### config.mk
export PLATFORM = sky130hd
export DESIGN_NAME = axis_traffic_generator
export DESIGN_NICKNAME = d
export VERILOG_FILES = /design/src/rtl/axis_traffic_generator.sv
export SDC_FILE = /design/constraint.sdc
export NUM_CORES = 1
export LEC_CHECK = 0
export ABC_CLOCK_PERIOD_IN_PS = 4510
export BUFFER_PORTS_ARGS = -buffer_cell sky130_fd_sc_hd__buf_4
export CAP_MARGIN = 30
export CORE_MARGIN = 2
export CORE_UTILIZATION = 40
export CTS_BUF_LIST = sky130_fd_sc_hd__clkbuf_4
export DETAILED_ROUTE_END_ITERATION = 16
export PLACE_DENSITY_LB_ADDON = 0.1
export SYNTH_ARGS = -nofsm -noshare
export SYNTH_HDL_FRONTEND = slang
export SYNTH_SLANG_ARGS = --single-unit
### constraint.sdc
create_clock -name clk -period 4.51 [get_ports clk]
set_input_delay 0.902 -clock clk [delete_from_list [all_inputs] [get_ports clk]]
set_output_delay 0.902 -clock clk [all_outputs]
set_load 0.005 [all_outputs]
### src/rtl/axis_traffic_generator.sv
// axis_traffic_generator: AXI4-Stream source emitting a counter or LFSR pattern with optional finite bursts and idle gaps
//
// Ports:
//   clk          clock, rising-edge
//   rst          asynchronous reset, active-high
//   axis_tdata   registered stream data
//   axis_tvalid  registered stream valid
//   axis_tready  sink ready
//
// Build option: define TRAFFIC_GEN_LFSR_EN to source data from a 64-bit Fibonacci
// LFSR (x^64+x^63+x^61+x^60+1) instead of an incrementing counter.
module axis_traffic_generator #(
  parameter int unsigned DATA_WIDTH  = 64,
  parameter int unsigned NUM_BEATS   = 0,
  parameter int unsigned GAP_CYCLES  = 0,
  parameter logic [63:0] START_VALUE = 64'd0
) (
  input  logic                  clk,
  input  logic                  rst,
  output logic [DATA_WIDTH-1:0] axis_tdata,
  output logic                  axis_tvalid,
  input  logic                  axis_tready
);
  localparam logic [1:0] INIT = 2'd0;
  localparam logic [1:0] SEND = 2'd1;
  localparam logic [1:0] GAP  = 2'd2;
  localparam logic [1:0] DONE = 2'd3;
  logic [1:0]            state_q, state_d;
  logic [DATA_WIDTH-1:0] tdata_q, tdata_d, next_data, first_data;
  logic                  tvalid_q, tvalid_d;
  logic [31:0]           beat_cnt_q, beat_cnt_d;
  logic [31:0]           gap_cnt_q, gap_cnt_d;
  logic                  hs;
  assign hs = tvalid_q && axis_tready;
`ifdef TRAFFIC_GEN_LFSR_EN
  localparam logic [63:0] SEED = (START_VALUE == 64'd0) ? 64'd1 : START_VALUE;
  logic [63:0] lfsr_q, lfsr_d, lfsr_next;
  // Feedback from taps 64,63,61,60 enters bit 0; a non-zero seed can never reach the all-zero state.
  assign lfsr_next  = {lfsr_q[62:0], lfsr_q[63] ^ lfsr_q[62] ^ lfsr_q[60] ^ lfsr_q[59]};
  assign next_data  = lfsr_next[DATA_WIDTH-1:0];
  assign first_data = SEED[DATA_WIDTH-1:0];
  always_comb begin
    lfsr_d = lfsr_q;
    if (state_q == INIT) lfsr_d = SEED;
    else if (state_q == SEND && hs) lfsr_d = lfsr_next;
  end
  always_ff @(posedge clk or posedge rst) begin
    if (rst) lfsr_q <= 64'd0;
    else lfsr_q <= lfsr_d;
  end
`else
  assign next_data  = tdata_q + DATA_WIDTH'(1);
  assign first_data = START_VALUE[DATA_WIDTH-1:0];
`endif
  always_comb begin
    state_d    = state_q;
    tdata_d    = tdata_q;
    tvalid_d   = tvalid_q;
    beat_cnt_d = beat_cnt_q;
    gap_cnt_d  = gap_cnt_q;
    case (state_q)
      INIT: begin
        state_d  = SEND;
        tvalid_d = 1'b1;
        tdata_d  = first_data;
      end
      SEND: if (hs) begin
        beat_cnt_d = beat_cnt_q + 32'd1;
        if (NUM_BEATS != 0 && beat_cnt_d == NUM_BEATS) begin
          state_d  = DONE;
          tvalid_d = 1'b0;
        end else if (GAP_CYCLES == 0) begin
          tdata_d = next_data;
        end else begin
          state_d   = GAP;
          tvalid_d  = 1'b0;
          tdata_d   = next_data;
          gap_cnt_d = 32'(GAP_CYCLES - 1);
        end
      end
      GAP: begin
        state_d   = (gap_cnt_q == 32'd0) ? SEND : GAP;
        tvalid_d  = (gap_cnt_q == 32'd0);
        gap_cnt_d = (gap_cnt_q == 32'd0) ? gap_cnt_q : gap_cnt_q - 32'd1;
      end
      default: tvalid_d = 1'b0;
    endcase
  end
  always_ff @(posedge clk or posedge rst) begin
    if (rst) begin
      state_q    <= INIT;
      tdata_q    <= '0;
      tvalid_q   <= 1'b0;
      beat_cnt_q <= 32'd0;
      gap_cnt_q  <= 32'd0;
    end else begin
      state_q    <= state_d;
      tdata_q    <= tdata_d;
      tvalid_q   <= tvalid_d;
      beat_cnt_q <= beat_cnt_d;
      gap_cnt_q  <= gap_cnt_d;
    end
  end
  assign axis_tdata  = tdata_q;
  assign axis_tvalid = tvalid_q;
endmodule

==> results.sh <==
export IMPL_dieArea_um2=13100
export IMPL_route_detailed_vias_per_inst=5.26
export IMPL_timing_setup_critical_path_class="reg2reg"
export IMPL_worst_r2r_path_depth=6
export IMPL_maximum_number_of_pins_on_one_net_before_global_route_repair=47
export IMPL_nNetsFinal=563
export IMPL_synthesized_area_per_cell_um2=9.95
export IMPL_max_slew_margin_pct=33.4
export IMPL_synth_nets=495
export IMPL_drc_errors=0
export IMPL_swShare_pct=25.2
export IMPL_finish_cell_count_without_fillers=707
export IMPL_cts_hold_buf=0
export IMPL_grt_antenna_before_repair=0
export IMPL_intPower_w=0.00109
export IMPL_clock_tree_from_tritoncts="done"
export IMPL_first_global_vias=3588
export IMPL_async_reset_ff_share_pct=100
export IMPL_placedCellCount=694
export IMPL_std_cell_rows=40
export IMPL_rsz_0062_raised_after_global_routing="false"
export IMPL_htree_num_levels=3
export IMPL_place_congestion=0.800
export IMPL_layout_commonest_cell="sky130_fd_sc_hd__dfrtp_1"
export IMPL_initial_utilization_pct=40.8
export IMPL_yosys_warnings=0
export IMPL_setup_tns_final_ns=0
export IMPL_status="finished, final reports clean"
export IMPL_tightestPinTransition_ns=0.986
export IMPL_die_y_um=114
export IMPL_total_leakage_power_nw=2.71
export IMPL_detailedRoute_firstPassIterationCount=4
export IMPL_most_frequent_cells_in_the_layout="99 x sky130_fd_sc_hd__dfrtp_1, 78 x sky130_fd_sc_hd__nor2_1, 69 x sky130_fd_sc_hd__buf_4"
export IMPL_placement_cell_area_um2=5560
export IMPL_timing_critical_path_fanout_max=11
export IMPL_dp_worst_setup_slack_ns=1.61
export IMPL_holdCritPathClass="in2async"
export IMPL_worstSetupEndpointType="register"
export IMPL_timing_max_transition_violations_final=0
export IMPL_netlist_cell_type_count=43
export IMPL_pwr_share_seq_pct=64.8
export IMPL_peakVddDrop_uv=121
export IMPL_fin_crit_sh_pct=59.6
export IMPL_syn_to_final_growth_pct=15.9
export IMPL_tritoncts_num_buffers=9
export IMPL_postCtsResizedCells=0
export IMPL_arrival_ns=3.02
export IMPL_fillCellCount=1139
export IMPL_layout_core_utilization_pct=47.2
export IMPL_port_buffer_count=67
export IMPL_combinationalPowerShare_pct=7.7
export IMPL_design_area_um2=5650
export IMPL_clock_root_buffer="sky130_fd_sc_hd__clkbuf_4"
export IMPL_cts_clk_slew_worst_paths_ns=0.15
export IMPL_setup_violations_final=0
export IMPL_groute_usage_overall_pct=17.8
export IMPL_synth_area_top_cells="sky130_fd_sc_hd__dfrtp_1 51%, sky130_fd_sc_hd__xnor2_1 8.1%, sky130_fd_sc_hd__xor2_1 7.0%"
export IMPL_detailroute_via_count=3717
export IMPL_hold_vio_cnt_final=0
export IMPL_p_per_area_nw_per_um2=257
export IMPL_fp_coreArea_um2=12000
export IMPL_die_w_um=114
export IMPL_io_pins=68
export IMPL_wl_per_cell_um=15.3
export IMPL_startpoint_type_of_the_worst_setup_path="register"
export IMPL_detail_route_antenna_nets=0
export IMPL_routed_wl_um=10800
export IMPL_post_cts_setup_buffers=0
export IMPL_yosysTopAreaCell="sky130_fd_sc_hd__dfrtp_1"
export IMPL_synth_yosys_seq_area_share_pct=50.8
export IMPL_globalRoute_totalOverflow=0
export IMPL_synth_edff_count=0
export IMPL_final_setup_worst_slack_ns=1.82
export IMPL_grt_first_pass_wirelength_um=18400
export IMPL_clock_sinks=99
export IMPL_yosys_register_bits=99
export IMPL_fmax_mhz=372
export IMPL_clk_latency_ns=0.46
export IMPL_critical_path_required_ns=4.84
export IMPL_synth_flop_cell="sky130_fd_sc_hd__dfrtp_1"
export IMPL_antenna_cells=0
export IMPL_mappedNetlistArea_um2=4880
export IMPL_half_perimeter_wire_length_after_placement_um=7610
export IMPL_drt_iter0_drc=187
export IMPL_total_switching_power_w=0.000366
export IMPL_post_synth_top_area_fraction_pct=50.8
export IMPL_drive_gt1_share_pct=17.5
export IMPL_cts_max_path_buffers=2
export IMPL_post_synth_inst_count=490
export IMPL_skew_ns=0.0242
export IMPL_pwr_share_clk_pct=27.6
export IMPL_finalWorstPathRequiredPeriod_ns=2.69
export IMPL_drv_max_cap_violation_count=0
cell type report:
type	instances	area (um^2)	share of cell area [%]
multi-input combinational	369	2310	41.0
tap	147	184	3.25
clock buffer	12	90.1	1.59
timing repair buffer	70	546	9.65
inverter	9	36.3	0.642
sequential	99	2480	43.8
clock inverter	1	3.75	0.0664
path summary, 6_finish.rpt:
kind                                                start                         end  slack (ns)
worst max-delay path            gap_cnt_q[16]$_DFFE_PP0P_    gap_cnt_q[7]$_DFFE_PP0P_        1.82
worst min-delay path                                  rst  axis_tdata[18]$_DFFE_PP0P_        0.46
worst max register to register  gap_cnt_q[16]$_DFFE_PP0P_    gap_cnt_q[7]$_DFFE_PP0P_        1.82
worst min register to register  gap_cnt_q[17]$_DFFE_PP0P_   gap_cnt_q[17]$_DFFE_PP0P_        0.47
max in group asynchronous                             rst  axis_tdata[32]$_DFFE_PP0P_        3.38
min in group clk                gap_cnt_q[17]$_DFFE_PP0P_   gap_cnt_q[17]$_DFFE_PP0P_        0.47
power by group through the flow:
stage	clock (W)	combinational [W]	sequential, W
4_1_cts	0.000418	0.000117	0.000940
2_1_floorplan	0	0.0000528	0.000954
5_1_grt	0.000461	0.000126	0.000945
3_5_place_dp	0	0.000117	0.000956
3_3_place_gp	0	0.000112	0.000956
6_report	0.000400	0.000112	0.000940
critical path, cell delays in order (launching register included):
cell and delay, ns:
sky130_fd_sc_hd__dfrtp_1 0.42, sky130_fd_sc_hd__or4_1 0.62, sky130_fd_sc_hd__nor3_4 0.36, sky130_fd_sc_hd__a41oi_1 0.51, sky130_fd_sc_hd__nand3_1 0.41, sky130_fd_sc_hd__nor3b_1 0.11, sky130_fd_sc_hd__xor2_1 0.15
synth_stat cells (2+ instances only):
master and number:
sky130_fd_sc_hd__nor3_4 3, sky130_fd_sc_hd__o21ai_0 9, sky130_fd_sc_hd__ha_1 2, sky130_fd_sc_hd__or3_1 9, sky130_fd_sc_hd__dfrtp_1 99, sky130_fd_sc_hd__xnor2_1 45, sky130_fd_sc_hd__and4_1 4, sky130_fd_sc_hd__nand4_1 22
sky130_fd_sc_hd__nand3_1 30, sky130_fd_sc_hd__nor3b_1 2, sky130_fd_sc_hd__nor4_2 2, sky130_fd_sc_hd__inv_1 9, sky130_fd_sc_hd__nand2_1 39, sky130_fd_sc_hd__a22o_1 3, sky130_fd_sc_hd__clkbuf_1 7, sky130_fd_sc_hd__nand4b_1 3
sky130_fd_sc_hd__or4_1 4, sky130_fd_sc_hd__a21oi_1 8, sky130_fd_sc_hd__nand2b_1 3, sky130_fd_sc_hd__nor4_1 10, sky130_fd_sc_hd__and2_1 2, sky130_fd_sc_hd__buf_2 5, sky130_fd_sc_hd__nor3_1 24, sky130_fd_sc_hd__nor2_1 79
sky130_fd_sc_hd__nand4_2 2, sky130_fd_sc_hd__xor2_1 39, sky130_fd_sc_hd__and3_1 7, sky130_fd_sc_hd__nand3b_1 4
sequential cells by signal, indices dropped and copies added (netlist names):
signal / count
gap_cnt_q: 32
axis_tdata: 64
axis_tvalid: 1
state_q: 2
metal layers:
layer | part of all wire (%) | vias up | global-route usage (%)
met3 | 4.1 | 11 | 3.28
met4 | 1.5 | 0 | 6.59
li1 | - | 1838 | -
met5 | 0 | - | 0
met1 | 47 | 1800 | 24.2
met2 | 48 | 68 | 28.4
metrics by stage:
stage               hold slack [ns]  total power (W)
global placement              0.450          0.00107
CTS                           0.463          0.00148
finish                        0.465          0.00145
global route                  0.482          0.00153
floorplan                     0.435          0.00101
detailed placement            0.456          0.00107
logic make-up after synthesis:
kind of cell / share of synthesized area [%]
fa+ha+maj: 0.513
flops: 50.8
compound gates: 3.49
simple gates: 28.0
mux: 0.231
buf+inv: 1.90
xor+xnor: 15.1
Power figures use the tool's default switching activity.
